**src/rtl/br_flow_xbar_return_pkg.sv**
```systemverilog
// Shared helpers for the flow crossbar return path.
package br_flow_xbar_return_pkg;

    // Index width that never collapses to zero bits, so a single-entry
    // range still has a usable one-bit select.
    function automatic int clamped_clog2(input int value);
        if (value <= 1) begin
            return 1;
        end else begin
            return $clog2(value);
        end
    endfunction

endpackage

```
**src/rtl/br_arb_fixed_internal.sv**
```systemverilog
// Fixed-priority arbiter: lowest index wins; enable_i gates the grant
// without changing which request would win.
module br_arb_fixed_internal #(
    parameter int NumRequesters = 1
) (
    input  logic                     enable_i,
    input  logic [NumRequesters-1:0] request_i,
    output logic [NumRequesters-1:0] grant_o
);

    logic taken_s;

    // Scan from index 0 upward; the first active request takes the grant.
    always_comb begin
        grant_o = {NumRequesters{1'b0}};
        taken_s = 1'b0;
        for (int i = 0; i < NumRequesters; i++) begin
            if (request_i[i] && !taken_s) begin
                grant_o[i] = enable_i;
                taken_s    = 1'b1;
            end else begin
                grant_o[i] = 1'b0;
            end
        end
    end

endmodule

```
**src/rtl/br_flow_xbar_return_checker.sv**
```systemverilog
// Integration properties for the return crossbar (simulation only).
module br_flow_xbar_return_checker #(
    parameter int NumReqFlows    = 1,
    parameter int NumRespFlows   = 1,
    parameter int Width          = 1,
    parameter int MaxOutstanding = 2,
    parameter int SrcIdWidth     = 1,
    parameter int CountWidth     = 2
) (
    input logic                                      clk,
    input logic                                      rst,
    input logic [NumRespFlows-1:0]                   track_push_valid_i,
    input logic [NumRespFlows-1:0][SrcIdWidth-1:0]   track_push_src_id_i,
    input logic [NumRespFlows-1:0]                   resp_push_valid_i,
    input logic [NumRespFlows-1:0]                   resp_push_ready_i,
    input logic [NumRespFlows-1:0][Width-1:0]        resp_push_data_i,
    input logic [NumRespFlows-1:0]                   queue_empty_i,
    input logic [NumRespFlows-1:0][CountWidth-1:0]   queue_count_i,
    input logic [NumReqFlows-1:0]                    ret_pop_valid_i,
    input logic [NumReqFlows-1:0]                    ret_pop_ready_i,
    input logic [NumReqFlows-1:0][Width-1:0]         ret_pop_data_i
);

    for (genvar d = 0; d < NumRespFlows; d++) begin : gen_resp_chk
        a_src_id_range: assert property (@(posedge clk) disable iff (rst)
            track_push_valid_i[d] |-> (int'(track_push_src_id_i[d]) < NumReqFlows));

        a_resp_has_tag: assert property (@(posedge clk) disable iff (rst)
            resp_push_valid_i[d] |-> !queue_empty_i[d]);

        a_count_bound: assert property (@(posedge clk) disable iff (rst)
            int'(queue_count_i[d]) <= MaxOutstanding);

        a_resp_stable: assert property (@(posedge clk) disable iff (rst)
            (resp_push_valid_i[d] && !resp_push_ready_i[d]) |=>
            (resp_push_valid_i[d] && (resp_push_data_i[d] == $past(resp_push_data_i[d]))));
    end

    for (genvar r = 0; r < NumReqFlows; r++) begin : gen_ret_chk
        a_ret_stable: assert property (@(posedge clk) disable iff (rst)
            (ret_pop_valid_i[r] && !ret_pop_ready_i[r]) |=>
            (ret_pop_valid_i[r] && (ret_pop_data_i[r] == $past(ret_pop_data_i[r]))));
    end

endmodule

```
**src/rtl/br_flow_xbar_return_tag_queue.sv**
```systemverilog
// Per-responder tag FIFO: remembers which requester issued each
// outstanding forward transfer, oldest entry presented at the head.
module br_flow_xbar_return_tag_queue
    import br_flow_xbar_return_pkg::*;
#(
    parameter int Depth      = 2,
    parameter int DataWidth  = 1,
    parameter int CountWidth = $clog2(Depth + 1)
) (
    input  logic                  clk,
    input  logic                  rst,
    input  logic                  push_i,
    input  logic [DataWidth-1:0]  push_data_i,
    input  logic                  pop_i,
    output logic                  full_o,
    output logic                  empty_o,
    output logic [DataWidth-1:0]  head_o,
    output logic [CountWidth-1:0] count_o
);

    localparam int PtrWidth = clamped_clog2(Depth);

    logic [DataWidth-1:0]  mem_q [Depth];
    logic [PtrWidth-1:0]   wr_ptr_q;
    logic [PtrWidth-1:0]   wr_ptr_d;
    logic [PtrWidth-1:0]   rd_ptr_q;
    logic [PtrWidth-1:0]   rd_ptr_d;
    logic [CountWidth-1:0] count_q;
    logic [CountWidth-1:0] count_d;

    // Pointers wrap explicitly because Depth need not be a power of two.
    function automatic logic [PtrWidth-1:0] next_ptr(input logic [PtrWidth-1:0] ptr);
        if (ptr == PtrWidth'(Depth - 1)) begin
            return {PtrWidth{1'b0}};
        end else begin
            return ptr + PtrWidth'(1);
        end
    endfunction

    // Next-state for pointers and occupancy; push+pop together keeps count.
    always_comb begin
        wr_ptr_d = wr_ptr_q;
        rd_ptr_d = rd_ptr_q;
        count_d  = count_q;
        if (push_i) begin
            wr_ptr_d = next_ptr(wr_ptr_q);
        end else begin
            wr_ptr_d = wr_ptr_q;
        end
        if (pop_i) begin
            rd_ptr_d = next_ptr(rd_ptr_q);
        end else begin
            rd_ptr_d = rd_ptr_q;
        end
        case ({push_i, pop_i})
            2'b10:   count_d = count_q + CountWidth'(1);
            2'b01:   count_d = count_q - CountWidth'(1);
            default: count_d = count_q;
        endcase
    end

    // Pointer and count state with synchronous reset.
    always_ff @(posedge clk) begin
        if (rst) begin
            wr_ptr_q <= {PtrWidth{1'b0}};
            rd_ptr_q <= {PtrWidth{1'b0}};
            count_q  <= {CountWidth{1'b0}};
        end else begin
            wr_ptr_q <= wr_ptr_d;
            rd_ptr_q <= rd_ptr_d;
            count_q  <= count_d;
        end
    end

    // Tag storage, cleared on reset so the head is never unknown.
    always_ff @(posedge clk) begin
        if (rst) begin
            for (int i = 0; i < Depth; i++) begin
                mem_q[i] <= {DataWidth{1'b0}};
            end
        end else if (push_i) begin
            mem_q[wr_ptr_q] <= push_data_i;
        end else begin
            mem_q[wr_ptr_q] <= mem_q[wr_ptr_q];
        end
    end

    assign full_o  = (count_q == CountWidth'(Depth));
    assign empty_o = (count_q == {CountWidth{1'b0}});
    assign head_o  = mem_q[rd_ptr_q];
    assign count_o = count_q;

endmodule

```
**src/rtl/br_flow_xbar_return.sv**
```systemverilog
// Return path of the fixed-priority flow crossbar: each responder's
// responses are steered to the requester recorded at the head of its tag
// queue, with lowest-index responder winning contention per requester.
module br_flow_xbar_return
    import br_flow_xbar_return_pkg::*;
#(
    parameter int NumReqFlows    = 1,
    parameter int NumRespFlows   = 1,
    parameter int Width          = 1,
    parameter int MaxOutstanding = 2,
    localparam int SrcIdWidth    = clamped_clog2(NumReqFlows),
    localparam int CountWidth    = $clog2(MaxOutstanding + 1)
) (
    input  logic                                    clk,
    input  logic                                    rst,
    output logic [NumRespFlows-1:0]                 track_push_ready,
    input  logic [NumRespFlows-1:0]                 track_push_valid,
    input  logic [NumRespFlows-1:0][SrcIdWidth-1:0] track_push_src_id,
    output logic [NumRespFlows-1:0]                 resp_push_ready,
    input  logic [NumRespFlows-1:0]                 resp_push_valid,
    input  logic [NumRespFlows-1:0][Width-1:0]      resp_push_data,
    input  logic [NumReqFlows-1:0]                  ret_pop_ready,
    output logic [NumReqFlows-1:0]                  ret_pop_valid,
    output logic [NumReqFlows-1:0][Width-1:0]       ret_pop_data
);

    logic [NumRespFlows-1:0]                  full_s;
    logic [NumRespFlows-1:0]                  empty_s;
    logic [NumRespFlows-1:0][SrcIdWidth-1:0]  head_s;
    logic [NumRespFlows-1:0][CountWidth-1:0]  count_s;
    logic [NumRespFlows-1:0]                  track_fire_s;
    logic [NumRespFlows-1:0]                  granted_s;

    logic [NumReqFlows-1:0][NumRespFlows-1:0] arb_req_s;
    logic [NumReqFlows-1:0][NumRespFlows-1:0] arb_grant_s;
    logic [NumReqFlows-1:0]                   can_load_s;
    logic [NumReqFlows-1:0]                   load_s;
    logic [NumReqFlows-1:0][Width-1:0]        load_data_s;

    logic [NumReqFlows-1:0]                   ret_valid_q;
    logic [NumReqFlows-1:0]                   ret_valid_d;
    logic [NumReqFlows-1:0][Width-1:0]        ret_data_q;
    logic [NumReqFlows-1:0][Width-1:0]        ret_data_d;

    // No bypass from a same-cycle pop: a full queue stays not-ready.
    assign track_push_ready = ~full_s & {NumRespFlows{~rst}};
    assign track_fire_s     = track_push_valid & track_push_ready;
    assign resp_push_ready  = granted_s;

    for (genvar d = 0; d < NumRespFlows; d++) begin : gen_resp
        br_flow_xbar_return_tag_queue #(
            .Depth      (MaxOutstanding),
            .DataWidth  (SrcIdWidth),
            .CountWidth (CountWidth)
        ) u_tag_queue (
            .clk         (clk),
            .rst         (rst),
            .push_i      (track_fire_s[d]),
            .push_data_i (track_push_src_id[d]),
            .pop_i       (granted_s[d]),
            .full_o      (full_s[d]),
            .empty_o     (empty_s[d]),
            .head_o      (head_s[d]),
            .count_o     (count_s[d])
        );
    end

    // Build the per-requester request vectors (transposed from responders)
    // and the output-stage load enables.
    always_comb begin
        arb_req_s  = {(NumReqFlows * NumRespFlows){1'b0}};
        can_load_s = {NumReqFlows{1'b0}};
        for (int r = 0; r < NumReqFlows; r++) begin
            can_load_s[r] = !ret_valid_q[r] || ret_pop_ready[r];
            for (int d = 0; d < NumRespFlows; d++) begin
                arb_req_s[r][d] = !rst && resp_push_valid[d] && !empty_s[d] &&
                                  (head_s[d] == SrcIdWidth'(r));
            end
        end
    end

    for (genvar r = 0; r < NumReqFlows; r++) begin : gen_req
        br_arb_fixed_internal #(
            .NumRequesters (NumRespFlows)
        ) u_arb (
            .enable_i  (can_load_s[r]),
            .request_i (arb_req_s[r]),
            .grant_o   (arb_grant_s[r])
        );
    end

    // Fold grants back onto responders and mux winning data per requester.
    always_comb begin
        granted_s   = {NumRespFlows{1'b0}};
        load_s      = {NumReqFlows{1'b0}};
        load_data_s = {(NumReqFlows * Width){1'b0}};
        for (int r = 0; r < NumReqFlows; r++) begin
            load_s[r] = |arb_grant_s[r];
            for (int d = 0; d < NumRespFlows; d++) begin
                granted_s[d]   = granted_s[d] | arb_grant_s[r][d];
                load_data_s[r] = load_data_s[r] |
                                 ({Width{arb_grant_s[r][d]}} & resp_push_data[d]);
            end
        end
    end

    // Output stage next-state: load wins over pop so pop+load reloads.
    always_comb begin
        ret_valid_d = ret_valid_q;
        ret_data_d  = ret_data_q;
        for (int r = 0; r < NumReqFlows; r++) begin
            if (load_s[r]) begin
                ret_valid_d[r] = 1'b1;
                ret_data_d[r]  = load_data_s[r];
            end else if (ret_pop_ready[r]) begin
                ret_valid_d[r] = 1'b0;
                ret_data_d[r]  = ret_data_q[r];
            end else begin
                ret_valid_d[r] = ret_valid_q[r];
                ret_data_d[r]  = ret_data_q[r];
            end
        end
    end

    // One-entry return register per requester.
    always_ff @(posedge clk) begin
        if (rst) begin
            ret_valid_q <= {NumReqFlows{1'b0}};
            ret_data_q  <= {(NumReqFlows * Width){1'b0}};
        end else begin
            ret_valid_q <= ret_valid_d;
            ret_data_q  <= ret_data_d;
        end
    end

    assign ret_pop_valid = ret_valid_q;
    assign ret_pop_data  = ret_data_q;

    br_flow_xbar_return_checker #(
        .NumReqFlows    (NumReqFlows),
        .NumRespFlows   (NumRespFlows),
        .Width          (Width),
        .MaxOutstanding (MaxOutstanding),
        .SrcIdWidth     (SrcIdWidth),
        .CountWidth     (CountWidth)
    ) u_checker (
        .clk                 (clk),
        .rst                 (rst),
        .track_push_valid_i  (track_push_valid),
        .track_push_src_id_i (track_push_src_id),
        .resp_push_valid_i   (resp_push_valid),
        .resp_push_ready_i   (resp_push_ready),
        .resp_push_data_i    (resp_push_data),
        .queue_empty_i       (empty_s),
        .queue_count_i       (count_s),
        .ret_pop_valid_i     (ret_valid_q),
        .ret_pop_ready_i     (ret_pop_ready),
        .ret_pop_data_i      (ret_data_q)
    );

endmodule

```
**config.mk**
```make
export PLATFORM = sky130hd
export DESIGN_NAME = br_flow_xbar_return
export DESIGN_NICKNAME = d
export VERILOG_FILES = /design/src/rtl/br_flow_xbar_return_pkg.sv /design/src/rtl/br_arb_fixed_internal.sv /design/src/rtl/br_flow_xbar_return_checker.sv /design/src/rtl/br_flow_xbar_return_tag_queue.sv /design/src/rtl/br_flow_xbar_return.sv
export SDC_FILE = /design/constraint.sdc
export NUM_CORES = 1
export LEC_CHECK = 0
export ABC_AREA = 1
export ABC_CLOCK_PERIOD_IN_PS = 1400
export BUFFER_PORTS_ARGS = -buffer_cell sky130_fd_sc_hd__clkbuf_2
export CELL_PAD_IN_SITES_DETAIL_PLACEMENT = 1
export CELL_PAD_IN_SITES_GLOBAL_PLACEMENT = 1
export CORE_MARGIN = 2
export CORE_UTILIZATION = 30
export CTS_CLUSTER_DIAMETER = 200
export DETAILED_ROUTE_END_ITERATION = 6
export PLACE_DENSITY_LB_ADDON = 0.1
export SETUP_SLACK_MARGIN = 0.1
export SLEW_MARGIN = 20
export SYNTH_ARGS = -nofsm -noshare
export SYNTH_HDL_FRONTEND = slang
export SYNTH_SLANG_ARGS = --single-unit
```
**constraint.sdc**
```tcl
create_clock -name clk -period 1.4 [get_ports clk]
set_input_delay 0.14 -clock clk [delete_from_list [all_inputs] [get_ports clk]]
set_output_delay 0.14 -clock clk [all_outputs]
set_load 0.02 [all_outputs]
```
# Yosys cells after proc, flatten, opt, wreduce, memory -nomap -nowiden

Memories as Yosys holds them, arrays and structs flattened. A register that Yosys moved wholly into a read port is not among the register bits.
Index checks and enable logic that the tools add are counted.

Bits in registers: 6
Bits in writable memories: 2
Output and inout port bits: 4
Logic and storage cells: 53
Memories kept: 1

Memories:

| memory                        | depth | width | read ports | clocked after Yosys merged registers in | wr ports | line                                | text |
|---|---|---|---|---|---|---|---|
| gen_resp[0].u_tag_queue.mem_q | 2     | 1     | 1          | 1                                       | 2        | br_flow_xbar_return_tag_queue.sv:23 | `logic [DataWidth-1:0] mem_q [Depth];` |

$add $sub $neg: 4
Equality and inequality tests: 4
Muxes and demuxes: 20
Bitwise gates (word level): 7
Reduce and logical (&&, ||, !) cells: 12

Operators with widths:

| kind                | count |
|---|---|
| $mux 1              | 19 |
| $eq 2x2->1 const B  | 2 |
| $pmux 2 s2          | 1 |
| $reduce_bool 2->1   | 2 |
| $and 1x1->1         | 3 |
| $logic_and 1x1->1   | 3 |
| $logic_not 1->1     | 3 |
| $not 1->1           | 3 |
| $add 1x1->1 const B | 2 |
| $add 2x1->2 const B | 1 |
| $eq 2x1->1 const B  | 1 |
| $logic_not 2->1     | 1 |
| $reduce_and 2->1    | 1 |
| $sub 2x1->2 const B | 1 |
| $logic_or 1x1->1    | 1 |
| $ne 0x0->1          | 1 |
| $or 1x1->1          | 1 |
| $reduce_or 1->1     | 1 |

# Depth between registers and ports, before layout

Gate-level depths: netlist of the first run.

Word-level depth: 11
Gate-level depth with buffers: 11
Depth with buffers taken out: 11

# Modules after synthesis

Synthesis of the first run repeated with hierarchy kept, for this count alone.

Cells, all modules: 54
Area, all modules: 414.1 um^2

By module, submodules not included:

| module                        | times used | cells each | area each (um^2) | seq. area each (um^2) |
|---|---|---|---|---|
| br_flow_xbar_return_tag_queue | 1          | 38         | 311.5            | 160.2 |
| br_flow_xbar_return           | 1          | 14         | 95.1             | 40.0 |
| br_arb_fixed_internal         | 1          | 2          | 7.5              | 0.0 |

# Worst setup path after synthesis of the first run

No wires, ideal clock.

Path type: register to register
From: register ret_valid_q, in the netlist ret_pop_valid
To: register gen_resp[0].u_tag_queue.count_q[1]
Library setup time: 0.113 ns
Data arrival time: 1.517 ns
Data required time: 1.287 ns
Slack: -0.230 ns
Cell stages (with the launch flop): 9
Path buffers: 0
Clock period less this slack: 1.630 ns
Cell sequence: dfxtp_1 > nand2_1 > nand3_2 > inv_1 > ha_1 > nor3b_1 > nand2_1 > nand2_1 > nor2_1

Longest elaborated chain between the ends: 5
Elaborated cells on any way between the ends: 7

RTL lines:

| what                                                   | line                                | text |
|---|---|---|
| start, declared                                        | br_flow_xbar_return.sv:40           | `logic [NumReqFlows-1:0] ret_valid_q;` |
| start signal, assigned                                 | br_flow_xbar_return.sv:128          | `ret_valid_q <= {NumReqFlows{1'b0}};` |
| start signal, assigned                                 | br_flow_xbar_return.sv:131          | `ret_valid_q <= ret_valid_d;` |
| $logic_not 1->1 (*)                                    | br_flow_xbar_return.sv:74           | `can_load_s[r] = !ret_valid_q[r] \|\| ret_pop_ready[r];` |
| $logic_or 1x1->1 (*)                                   | br_flow_xbar_return.sv:74           |  |
| $mux 1 (*)                                             | br_arb_fixed_internal.sv:18         | `if (request_i[i] && !taken_s) begin` |
| net resp_push_ready                                    | br_flow_xbar_return.sv:19           | `output logic [NumRespFlows-1:0] resp_push_ready,` |
| $eq 2x1->1 / $eq 2x2->1 (equally long branches)        | br_flow_xbar_return_tag_queue.sv:55 | `case ({push_i, pop_i})` |
| $pmux 2 s2 / $reduce_bool 2->1 (equally long branches) | --                                  |  |
| end signal, assigned                                   | br_flow_xbar_return_tag_queue.sv:67 | `count_q <= {CountWidth{1'b0}};` |
| end signal, assigned                                   | br_flow_xbar_return_tag_queue.sv:71 | `count_q <= count_d;` |
| end, declared                                          | br_flow_xbar_return_tag_queue.sv:28 | `logic [CountWidth-1:0] count_q;` |

The timed path passes the listed nets; every way through them passes the cells marked *.
A chain may end at the register's enable or synchronous reset.

==> results of run 1 <==
==> cells in the mapped netlist <==
| cell type | instances | area, sq um |
|---|---|---|
| sky130_fd_sc_hd__inv_1 | 12 | 45.0 |
| sky130_fd_sc_hd__nand2_1 | 12 | 45.0 |
| sky130_fd_sc_hd__nor2_1 | 8 | 30.0 |
| sky130_fd_sc_hd__dfxtp_1 | 7 | 140 |
| sky130_fd_sc_hd__a21oi_1 | 4 | 20.0 |
| sky130_fd_sc_hd__edfxtp_1 | 2 | 60.1 |
| sky130_fd_sc_hd__inv_2 | 2 | 7.51 |
| sky130_fd_sc_hd__nand2_2 | 2 | 12.5 |
| sky130_fd_sc_hd__nand3_2 | 2 | 20.0 |
| sky130_fd_sc_hd__nand4_1 | 2 | 12.5 |
| sky130_fd_sc_hd__ha_1 | 1 | 12.5 |
| sky130_fd_sc_hd__nand3_1 | 1 | 5.00 |
| sky130_fd_sc_hd__nor2_4 | 1 | 11.3 |
| sky130_fd_sc_hd__nor3_1 | 1 | 5.00 |
| sky130_fd_sc_hd__nor3b_1 | 1 | 7.51 |
| sky130_fd_sc_hd__o21ai_0 | 1 | 5.00 |
| sky130_fd_sc_hd__o21ai_1 | 1 | 5.00 |
==> repair_timing <==
item,in CTS,in global routing
gates resized for setup,1,0
hold buffers,0,0
setup endpoints to repair,2,4
==> worst min path at each step <==
stage	from	cells after the start	slack, ns	end
after CTS	rst	3	0.13	ret_pop_valid$_SDFFE_PP0P_
after detailed placement	rst	3	0.42	ret_pop_valid$_SDFFE_PP0P_
after global routing	rst	3	0.13	ret_pop_valid$_SDFFE_PP0P_
after global placement	rst	3	0.41	ret_pop_valid$_SDFFE_PP0P_
final	rst	3	0.14	ret_pop_valid$_SDFFE_PP0P_
after floorplan	rst	1	0.20	ret_pop_valid$_SDFFE_PP0P_
==> cell families after synthesis <==
group                      share of synthesized area
AOI/OAI and AO/OA                             0.0676
buffers and inverters                          0.118
and+or+nand+nor                                0.335
adders and majority gates                     0.0282
DFF                                            0.451
==> cell usage in the layout (no fill, tap or decap), drive strengths merged <==
cell,netlist,layout
buf,0,3
dfxtp,7,7
nor3,1,1
nor3b,1,1
nand4,2,2
inv,14,14
nand3,3,3
a21oi,4,4
nand2,14,14
clkbuf,0,14
o21ai,2,2
ha,1,1
nor2,9,9
edfxtp,2,2
==> stage by stage <==
| stage | instance area (sq um) | total power [mW] | setup slack (ns) |
|---|---|---|---|
| detailed placement | 574 | 0.406 | -0.00219 |
| CTS | 603 | 0.619 | -0.0214 |
| global placement | 574 | 0.405 | 0.0280 |
| finish | 603 | 0.603 | 0.000896 |
| floorplan | 483 | 0.370 | 0.0399 |
| global route | 603 | 0.646 | -0.124 |
==> critical path, cell delays in order, from the launching register on <==
cell and delay [ns]:
sky130_fd_sc_hd__edfxtp_1 0.35, sky130_fd_sc_hd__inv_1 0.06, sky130_fd_sc_hd__nand2_1 0.06, sky130_fd_sc_hd__nand2_2 0.11, sky130_fd_sc_hd__nand3_4 0.10, sky130_fd_sc_hd__inv_4 0.07, sky130_fd_sc_hd__ha_4 0.19, sky130_fd_sc_hd__nor3b_2 0.19
sky130_fd_sc_hd__nand2_1 0.07, sky130_fd_sc_hd__nand2_1 0.05, sky130_fd_sc_hd__nor2_1 0.03
==> power by group <==
part           leakage (nW)  internal [mW]  total [mW]  switching [mW]
Combinational         0.183         0.0429       0.108          0.0652
Sequential           0.0793          0.282       0.292         0.00918
Clock                0.0150          0.110       0.203          0.0928
==> final cells by class <==
type	instances	share of cell area
multi-input cells	37	0.371
repair buffers	13	0.124
clock buffers	4	0.0436
well taps	15	0.0311
inverters	14	0.0913
flip-flops and latches	9	0.338
==> layer usage <==
layer,global-route usage,up-vias,part of all wire
met1,0.138,179,0.45
met5,0,-,0
met3,0.0819,2,0.056
met4,0.0563,0,0.017
li1,-,219,-
met2,0.200,7,0.47
==> flow_metrics.tcl, run 1 <==
set metrics [dict create \
    insertedDiodeCount 0 \
    remaining_drc_errors 0 \
    final_hold_viol_count 0 \
    data_required_time_at_the_worst_endpoint_ns 1.56 \
    setup_viol 0 \
    synth-seq-area-share 0.451 \
    via_per_inst 4.42 \
    grt_overflow 0 \
    buffer_ports.inserted 10 \
    synth.distinct_cells 17 \
    synthesis.area_sq_um 444 \
    final-seq-area_sq_um 204 \
    final_util 0.447 \
    dp_cells 88 \
    worst_clock_skew_ns 0.00102 \
    worst_r2r_startpoint "gen_resp[0].u_tag_queue.mem_q[0]$_SDFFCE_PN0P_" \
    fill_cells 183 \
    core_area_sq_um 1350 \
    finalWirelength_um 963 \
    route.vias.total 407 \
    clk_sinks 9 \
    area.growth.synth_to_final_pct 35.8 \
    first_iter_violations 1 \
    maxSlewViolCount 0 \
    worst-slew-pin-transition_ns 0.224 \
    rr_endpoint "gen_resp[0].u_tag_queue.count_o[1]$_SDFFE_PP0P_" \
    cts.htree.levels 1 \
    cts.path.max_buffers 2 \
    worstSkewPairLatency_ns 0.26 \
    std_cell_rows 13 \
    chipWidth_um 42.5 \
    layout_cells_sized_above_1 0.416 \
    post_cts_buffers 0 \
    final_antenna_violating_net_count 0 \
    drt_pass1_iterations 4 \
    end_kind "flop" \
    status "finished, final reports clean" \
    power.density_nw_per_um2 999 \
    whs_ns 0.141 \
    gp_congestion 0.700 \
    clock_tree.root_cell "sky130_fd_sc_hd__clkbuf_4" \
    cap_viol_max_count 0 \
    multi_input_comb_area_sq_um 224 \
    worst-setup-path-type "reg -> reg" \
    peakVddDrop_mv 0.713 \
    worst_ep_arrival_time_ns 1.56 \
    grtUsageTotal 0.129 \
    postSynthRegisterBits 9 \
    worst-path-max-fanout 3 \
    via_count_of_the_first_global_routing_pass 391 \
    timing.final.crit_share 0.999 \
    initial_core_util 0.329 \
    fin_crit_ns 1.40 \
    grt_pass1_wl_um 1620 \
    yosysWarningCount 0 \
    synth_fp_nets 68 \
    grt_antenna_before_repair 0 \
    hpwlAfterDp_um 802 \
    worst_slew_margin_rel 0.851 \
    cts.reportedPaths.clkPinSlew_ns 0.06 \
    numCtsBuffers 3 \
    rsz0062_at_grt "true" \
    detail_route.wl_per_cell_um 10.5 \
    design.final.nets 86 \
    io_pins 11 \
    crit_path_end "gen_resp[0].u_tag_queue.count_o[1]$_SDFFE_PP0P_" \
    finalSetupTns_ns 0 \
    timing.critical_path.from_type "flop" \
    cts_tree "built" \
    layout_cells_excl_fill 92 \
    die_area_sq_um 1800 \
    hold_path.class "in -> reg" \
    floorplan.die.height_um 42.5 \
    setup.worst_path.start "gen_resp[0].u_tag_queue.mem_q[0]$_SDFFCE_PN0P_" \
    total_leakage_power_nw 0.277 \
    max_clock_freq_mhz 715 \
    avgSynthCellArea_sq_um 7.40 \
    ff2ff_path_depth 10 \
    grt_max_degree 6 \
    post_synth_inst_count 60 \
    rrSetupSlack_ns 0.0009 \
]
Note: power is estimated with default switching activity, not from simulation.
==> inputs of run 2 (changes only) <==
--- a/config.mk
+++ b/config.mk
@@ -19,4 +19,5 @@
 export SLEW_MARGIN = 20
 export SYNTH_ARGS = -nofsm -noshare
 export SYNTH_HDL_FRONTEND = slang
+export SYNTH_HIERARCHICAL = 1
 export SYNTH_SLANG_ARGS = --single-unit
==> flow_metrics.tcl, run 2 <==
set metrics [dict create \
    synthesis.area_sq_um 414 \
    io_pins 11 \
    max_clock_freq_mhz 667 \
    worst-slew-pin-transition_ns 0.209 \
    power_mw 0.633 \
    status "complete, but fails checks" \
    worst_r2r_startpoint "gen_resp[0].u_tag_queue/mem_q[1]$_SDFFCE_PN0P_" \
    multi_input_comb_area_sq_um 236 \
    gp_congestion 0.692 \
    synth.distinct_cells 14 \
    synthMuxAreaShare 0.0272 \
    data_required_time_at_the_worst_endpoint_ns 1.26 \
    timing.final.crit_share 1.07 \
    die_area_sq_um 1690 \
    dp_slack_ns -0.0843 \
    layout_cells_sized_above_1 0.527 \
    detail_route.wl_per_cell_um 11.8 \
    clock_tree.root_cell "sky130_fd_sc_hd__clkbuf_4" \
    end_kind "primary output" \
    worst-path-max-fanout 3 \
    via_per_inst 4.61 \
    final.setup.worst_slack_ns -0.0991 \
    rr_endpoint "gen_resp[0].u_tag_queue/count_o[1]$_SDFFE_PP0P_" \
    hold_end "ret_pop_data$_SDFFE_PP0P_" \
    mostFrequentLayoutCells "9 x sky130_fd_sc_hd__nor2_1, 9 x sky130_fd_sc_hd__clkbuf_2, 8 x sky130_fd_sc_hd__inv_1, 5 x sky130_fd_sc_hd__dfxtp_1" \
    power.density_nw_per_um2 973 \
    post_synth_inst_count 54 \
    postSynthRegisterBits 9 \
    synth_largest_area_cell "sky130_fd_sc_hd__dfxtp_1" \
    first_iter_violations 5 \
    area.growth.synth_to_final_pct 57.1 \
    ys_async_sr_fraction 0 \
    timing.hold.worst.start "resp_push_data" \
    yosys.area_share.simple 0.245 \
    yosysWarningCount 6 \
    initial_core_util 0.318 \
    drt_pass1_iterations 2 \
    grtUsageTotal 0.148 \
    grt_pass1_wl_um 1480 \
    maxSlewViolCount 0 \
    grt_overflow 0 \
    hold_path.class "in -> reg" \
    synthFlopType "sky130_fd_sc_hd__dfxtp_1" \
    cts.path.max_buffers 2 \
    grt_antenna_before_repair 0 \
    design.final.nets 83 \
    rsz0062_at_grt "true" \
    remaining_drc_errors 0 \
    floorplan.die.height_um 41.2 \
    finalWirelength_um 1050 \
    hpwlAfterDp_um 788 \
    min_delay_path_depth 3 \
    largest_family_of_logic_cells_by_synthesized_area "simple AND/OR/NAND/NOR gates" \
    final_antenna_violating_net_count 0 \
    numCtsBuffers 3 \
    cts_tree "built" \
    insertedDiodeCount 0 \
    total_leakage_power_nw 0.290 \
    worstSkewPairLatency_ns 0.26 \
    worst_clock_skew_ns 0.00291 \
    failed_checks "negative setup slack" \
    via_count_of_the_first_global_routing_pass 364 \
    cts.htree.levels 1 \
    rrSetupSlack_ns -0.07 \
    route.vias.total 410 \
    fill_cells 165 \
    setup.worst_path.start "gen_resp[0].u_tag_queue/mem_q[1]$_SDFFCE_PN0P_" \
    setup_viol 2 \
    peakVddDrop_mv 0.368 \
    grt_max_degree 7 \
    fin_crit_ns 1.50 \
    cap_viol_max_count 0 \
    final_hold_viol_count 0 \
    worst_ep_arrival_time_ns 1.36 \
    post_synth_main_area_contributors "sky130_fd_sc_hd__dfxtp_1 34%, sky130_fd_sc_hd__edfxtp_1 15%, sky130_fd_sc_hd__inv_1 11%" \
    synth_top_area_frac 0.338 \
    post_detailed_placement_cell_area_sq_um 539 \
    synth-seq-area-share 0.483 \
    chipWidth_um 41.2 \
    timing.critical_path.from_type "flop" \
    cts.reportedPaths.clkPinSlew_ns 0.07 \
    yosys-top-cells-count "12 x sky130_fd_sc_hd__inv_1, 12 x sky130_fd_sc_hd__nor2_1, 7 x sky130_fd_sc_hd__dfxtp_1, 6 x sky130_fd_sc_hd__nand2_1, 4 x sky130_fd_sc_hd__o21ai_0" \
    final_util 0.500 \
    post_synth_edffs 2 \
    synth_compound_gate_area_share 0.0846 \
    stdcell_area_sq_um 651 \
    worst_slew_margin_rel 0.859 \
    final-seq-area_sq_um 205 \
    yosys.area_share.adder 0.0302 \
    layout_cells_excl_fill 89 \
    worst-setup-path-type "reg -> out" \
    buffer_ports.inserted 10 \
    avgSynthCellArea_sq_um 7.67 \
    synth_fp_nets 62 \
    post_synth_xor_area_fraction 0.0211 \
    core_area_sq_um 1300 \
    dp_cells 84 \
    ff2ff_path_depth 9 \
    clk_sinks 9 \
    std_cell_rows 13 \
]
[run 2: kinds of logic after synthesis]
kind of cell / after synthesis
and+or+nand+nor: 23
buffers and inverters: 12
DFF: 9
AOI/OAI and AO/OA: 7
xor gates and xnor gates: 1
muxes: 1
adders and majority gates: 1
[run 2: per-layer routing]
| metal | vias to the layer above | track usage | routed length, um |
|---|---|---|---|
| met5 | - | 0 | 0 |
| met4 | 0 | 0.0968 | 8 |
| met3 | 2 | 0.0652 | 45 |
| met2 | 11 | 0.242 | 505 |
| met1 | 187 | 0.153 | 486 |
| li1 | 210 | - | - |
[run 2: worst max-delay path by stage]
| stage | endpoint | slack (ns) | cells past startpoint |
|---|---|---|---|
| 5_1_grt | resp_push_ready | -0.18 | 6 |
| 6_report | resp_push_ready | -0.1 | 6 |
| 2_1_floorplan | gen_resp[0].u_tag_queue/count_o[1]$_SDFFE_PP0P_ | -0.04 | 10 |
| 3_5_place_dp | gen_resp[0].u_tag_queue/count_o[1]$_SDFFE_PP0P_ | -0.08 | 10 |
| 4_1_cts | resp_push_ready | -0.14 | 6 |
| 3_3_place_gp | gen_resp[0].u_tag_queue/count_o[1]$_SDFFE_PP0P_ | -0.03 | 10 |
[run 2: critical path, cell delays in order, from the launching register on]
cell                       delay (ns)
sky130_fd_sc_hd__edfxtp_1        0.37
sky130_fd_sc_hd__mux2_4          0.28
sky130_fd_sc_hd__nor2_4          0.11
sky130_fd_sc_hd__nand2_2         0.07
sky130_fd_sc_hd__inv_4           0.06
sky130_fd_sc_hd__buf_6           0.10
sky130_fd_sc_hd__buf_8           0.10
[run 2: per-stage QoR]
| step | setup TNS (ns) | hold slack, ns |
|---|---|---|
| floorplan | -0.0367 | 0.209 |
| CTS | -0.198 | 0.126 |
| detailed placement | -0.103 | 0.409 |
| finish | -0.168 | 0.123 |
| global placement | -0.0313 | 0.374 |
| global route | -0.489 | 0.144 |
[run 2: power breakdown]
group	leakage, nW	switching (mW)	total, mW	internal [mW]
combinational	0.193	0.0674	0.127	0.0593
clock	0.0177	0.107	0.213	0.106
sequential	0.0791	0.0129	0.293	0.281
total	0.290	0.188	0.633	0.445
[run 2: repair_timing]
action                     in CTS  in global routing
hold buffers                    0                  0
setup endpoints to repair      11                 12
resized for setup              21                  6
pin swaps                       7                  5
buffers inserted                0                  1
[run 2: final cells by class]
cell class,instances,share of cell area
Inverter,12,0.0769
Sequential cell,9,0.315
Clock inverter,1,0.00769
Multi-Input combinational cell,33,0.363
Timing Repair Buffer,16,0.173
Tap cell,15,0.0288
Clock buffer,3,0.0346
==> inputs of run 3 (changes only) <==
--- a/config.mk
+++ b/config.mk
@@ -10,7 +10,7 @@
 export BUFFER_PORTS_ARGS = -buffer_cell sky130_fd_sc_hd__clkbuf_2
 export CELL_PAD_IN_SITES_DETAIL_PLACEMENT = 1
 export CELL_PAD_IN_SITES_GLOBAL_PLACEMENT = 1
-export CORE_MARGIN = 2
+export CORE_MARGIN = 8
 export CORE_UTILIZATION = 30
 export CTS_CLUSTER_DIAMETER = 200
 export DETAILED_ROUTE_END_ITERATION = 6
==> flow_metrics.tcl, run 3 (synthesized netlist as in run 2, its figures left out) <==
set metrics [dict create \
    worst-path-max-fanout 2 \
    comb_power_share 0.242 \
    buffer_ports.inserted 10 \
    fill_cells 165 \
    hold_path.class "in -> reg" \
    grt_antenna_before_repair 0 \
    first_iter_violations 1 \
    mostFrequentLayoutCells "9 x sky130_fd_sc_hd__nor2_1, 9 x sky130_fd_sc_hd__clkbuf_2, 8 x sky130_fd_sc_hd__inv_1, 8 x sky130_fd_sc_hd__buf_4, 5 x sky130_fd_sc_hd__buf_6" \
    peakVddDrop_mv 0.527 \
    crit_path_max_incr_delay_ns 0.36 \
    worst_slew_margin_rel 0.856 \
    final.setup.worst_slack_ns -0.0585 \
    critPathSlowestCell "sky130_fd_sc_hd__edfxtp_1" \
    hold_end "ret_pop_data$_SDFFE_PP0P_" \
    finalWirelength_um 1190 \
    detail_route.wl_per_cell_um 12.4 \
    fin_crit_ns 1.46 \
    max_clock_freq_mhz 686 \
    floorplan.die.height_um 53.2 \
    clock_tree.root_cell "sky130_fd_sc_hd__clkbuf_4" \
    min_delay_path_depth 3 \
    clk_sinks 9 \
    final_util 0.560 \
    io_pins 11 \
    internal_power_mw 0.476 \
    via_per_inst 4.63 \
    drt_pass1_iterations 4 \
    cts_tree "built" \
    grt_max_degree 7 \
    via_count_of_the_first_global_routing_pass 434 \
    power_mw 0.663 \
    cts.htree.levels 1 \
    p_clk_frac 0.314 \
    core_area_sq_um 1300 \
    cts.hold.buffers_added 0 \
    numCtsBuffers 3 \
    design.final.nets 90 \
    worst-slew-pin-transition_ns 0.216 \
    remaining_drc_errors 0 \
    initial_core_util 0.318 \
    route.vias.total 444 \
    net_switching_power_of_the_design_mw 0.187 \
    end_kind "primary output" \
    timing.hold.worst.start "resp_push_data" \
    timing.final.crit_share 1.04 \
    layout_cells_sized_above_1 0.593 \
    worst_clock_skew_ns 0.000931 \
    rr_endpoint "gen_resp[0].u_tag_queue/count_o[0]$_SDFFE_PP0P_" \
    std_cell_rows 13 \
    chipWidth_um 53.2 \
    cts.path.max_buffers 2 \
    gp_congestion 0.697 \
    grt_overflow 0 \
    critPathBufInv 3 \
    worstSkewPairLatency_ns 0.27 \
    rrSetupSlack_ns -0.06 \
    failed_checks "negative setup slack" \
    area.growth.synth_to_final_pct 75.8 \
    data_required_time_at_the_worst_endpoint_ns 1.26 \
    setup_viol 3 \
    insertedDiodeCount 0 \
    grt_pass1_wl_um 1780 \
    worst-setup-path-type "reg -> out" \
    sw_frac_of_total 0.282 \
    cap_viol_max_count 0 \
    cts.reportedPaths.clkPinSlew_ns 0.06 \
    grtUsageTotal 0.0891 \
    final_hold_viol_count 0 \
    timing.critical_path.from_type "flop" \
    total_leakage_power_nw 0.329 \
    power.density_nw_per_um2 911 \
    multi_input_comb_area_sq_um 250 \
    ff2ff_path_depth 10 \
    final_antenna_violating_net_count 0 \
    finalSetupTns_ns -0.150 \
    status "complete, but fails checks" \
    worst_ep_arrival_time_ns 1.32 \
    die_area_sq_um 2830 \
    worst_r2r_startpoint "gen_resp[0].u_tag_queue/count_o[0]$_SDFFE_PP0P_" \
    fraction_of_power_consumed_by_sequential_logic 0.444 \
    critPathTopFamily "flip-flops" \
    maxSlewViolCount 0 \
    rsz0062_at_grt "true" \
    cp_cell_sequence "mux2_4 -> nor2_4 -> nand2_2 -> inv_4 -> buf_6 -> buf_8" \
    final-seq-area_sq_um 206 \
    hpwlAfterDp_um 749 \
]
## run 3: changes by cell type in the layout (fill, tap and decap cells not counted), sizes merged
cell / change
buf: +7
clkbuf: +1
clkinv: -1
## run 3: worst max path at each step
stage                                                               start                                              end  slack (ns)  cells after the start
after floorplan            gen_resp[0].u_tag_queue/mem_q[0]$_SDFFCE_PN0P_  gen_resp[0].u_tag_queue/count_o[1]$_SDFFE_PP0P_       -0.04                     10
final                      gen_resp[0].u_tag_queue/mem_q[0]$_SDFFCE_PN0P_                                  resp_push_ready       -0.06                      6
after detailed placement  gen_resp[0].u_tag_queue/count_o[0]$_SDFFE_PP0P_  gen_resp[0].u_tag_queue/count_o[1]$_SDFFE_PP0P_       -0.07                     11
after CTS                  gen_resp[0].u_tag_queue/mem_q[0]$_SDFFCE_PN0P_                                  resp_push_ready       -0.14                      6
after global routing      gen_resp[0].u_tag_queue/count_o[1]$_SDFFE_PP0P_  gen_resp[0].u_tag_queue/count_o[1]$_SDFFE_PP0P_       -0.13                     11
after global placement                                               flop  gen_resp[0].u_tag_queue/count_o[1]$_SDFFE_PP0P_       -0.05                     10
## run 3: per-stage QoR
step                cell area [sq um]  setup WS [ns]  hold WS (ns)  instances
finish                            728        -0.0585         0.101         96
global route                      728         -0.128         0.125         96
CTS                               654         -0.143        0.0893         93
detailed placement                547        -0.0689         0.382         85
global placement                  547        -0.0470         0.373         85
floorplan                         433        -0.0367         0.209         54
## run 3: routing by layer
metal,track usage,wire length (um),part of all wire
met4,0.0630,19,0.016
met3,0.0504,86,0.072
met2,0.131,574,0.48
met1,0.0937,513,0.43
met5,0,0,0
## run 3: area by class of cell
type	instances	area share
Multi-Input combinational cell	33	0.344
Sequential cell	9	0.284
Timing Repair Buffer	23	0.242
Clock buffer	4	0.0361
Inverter	12	0.0687
Tap cell	15	0.0258
## run 3: power by group through the flow
| stage | Clock [mW] | Sequential, mW | Combinational (mW) |
|---|---|---|---|
| finish | 0.208 | 0.294 | 0.161 |
| detailed placement | 0 | 0.296 | 0.0994 |
| global placement | 0 | 0.296 | 0.0980 |
| floorplan | 0 | 0.298 | 0.0539 |
| CTS | 0.229 | 0.291 | 0.133 |
| global route | 0.235 | 0.296 | 0.176 |
## run 3: repair_timing
action	4_1_cts	5_1_grt
pin swaps	7	10
buffers inserted	4	3
resized for setup	16	17
setup endpoints to repair	10	12
## run 3: worst reg2reg max path, delay by kind of cell (launching register included)
kind	cells	cell delay, ns
AOI/OAI and AO/OA	1	0.10
DFF	1	0.36
buffers and inverters	4	0.30
adders and majority gates	1	0.26
and+or+nand+nor	4	0.35
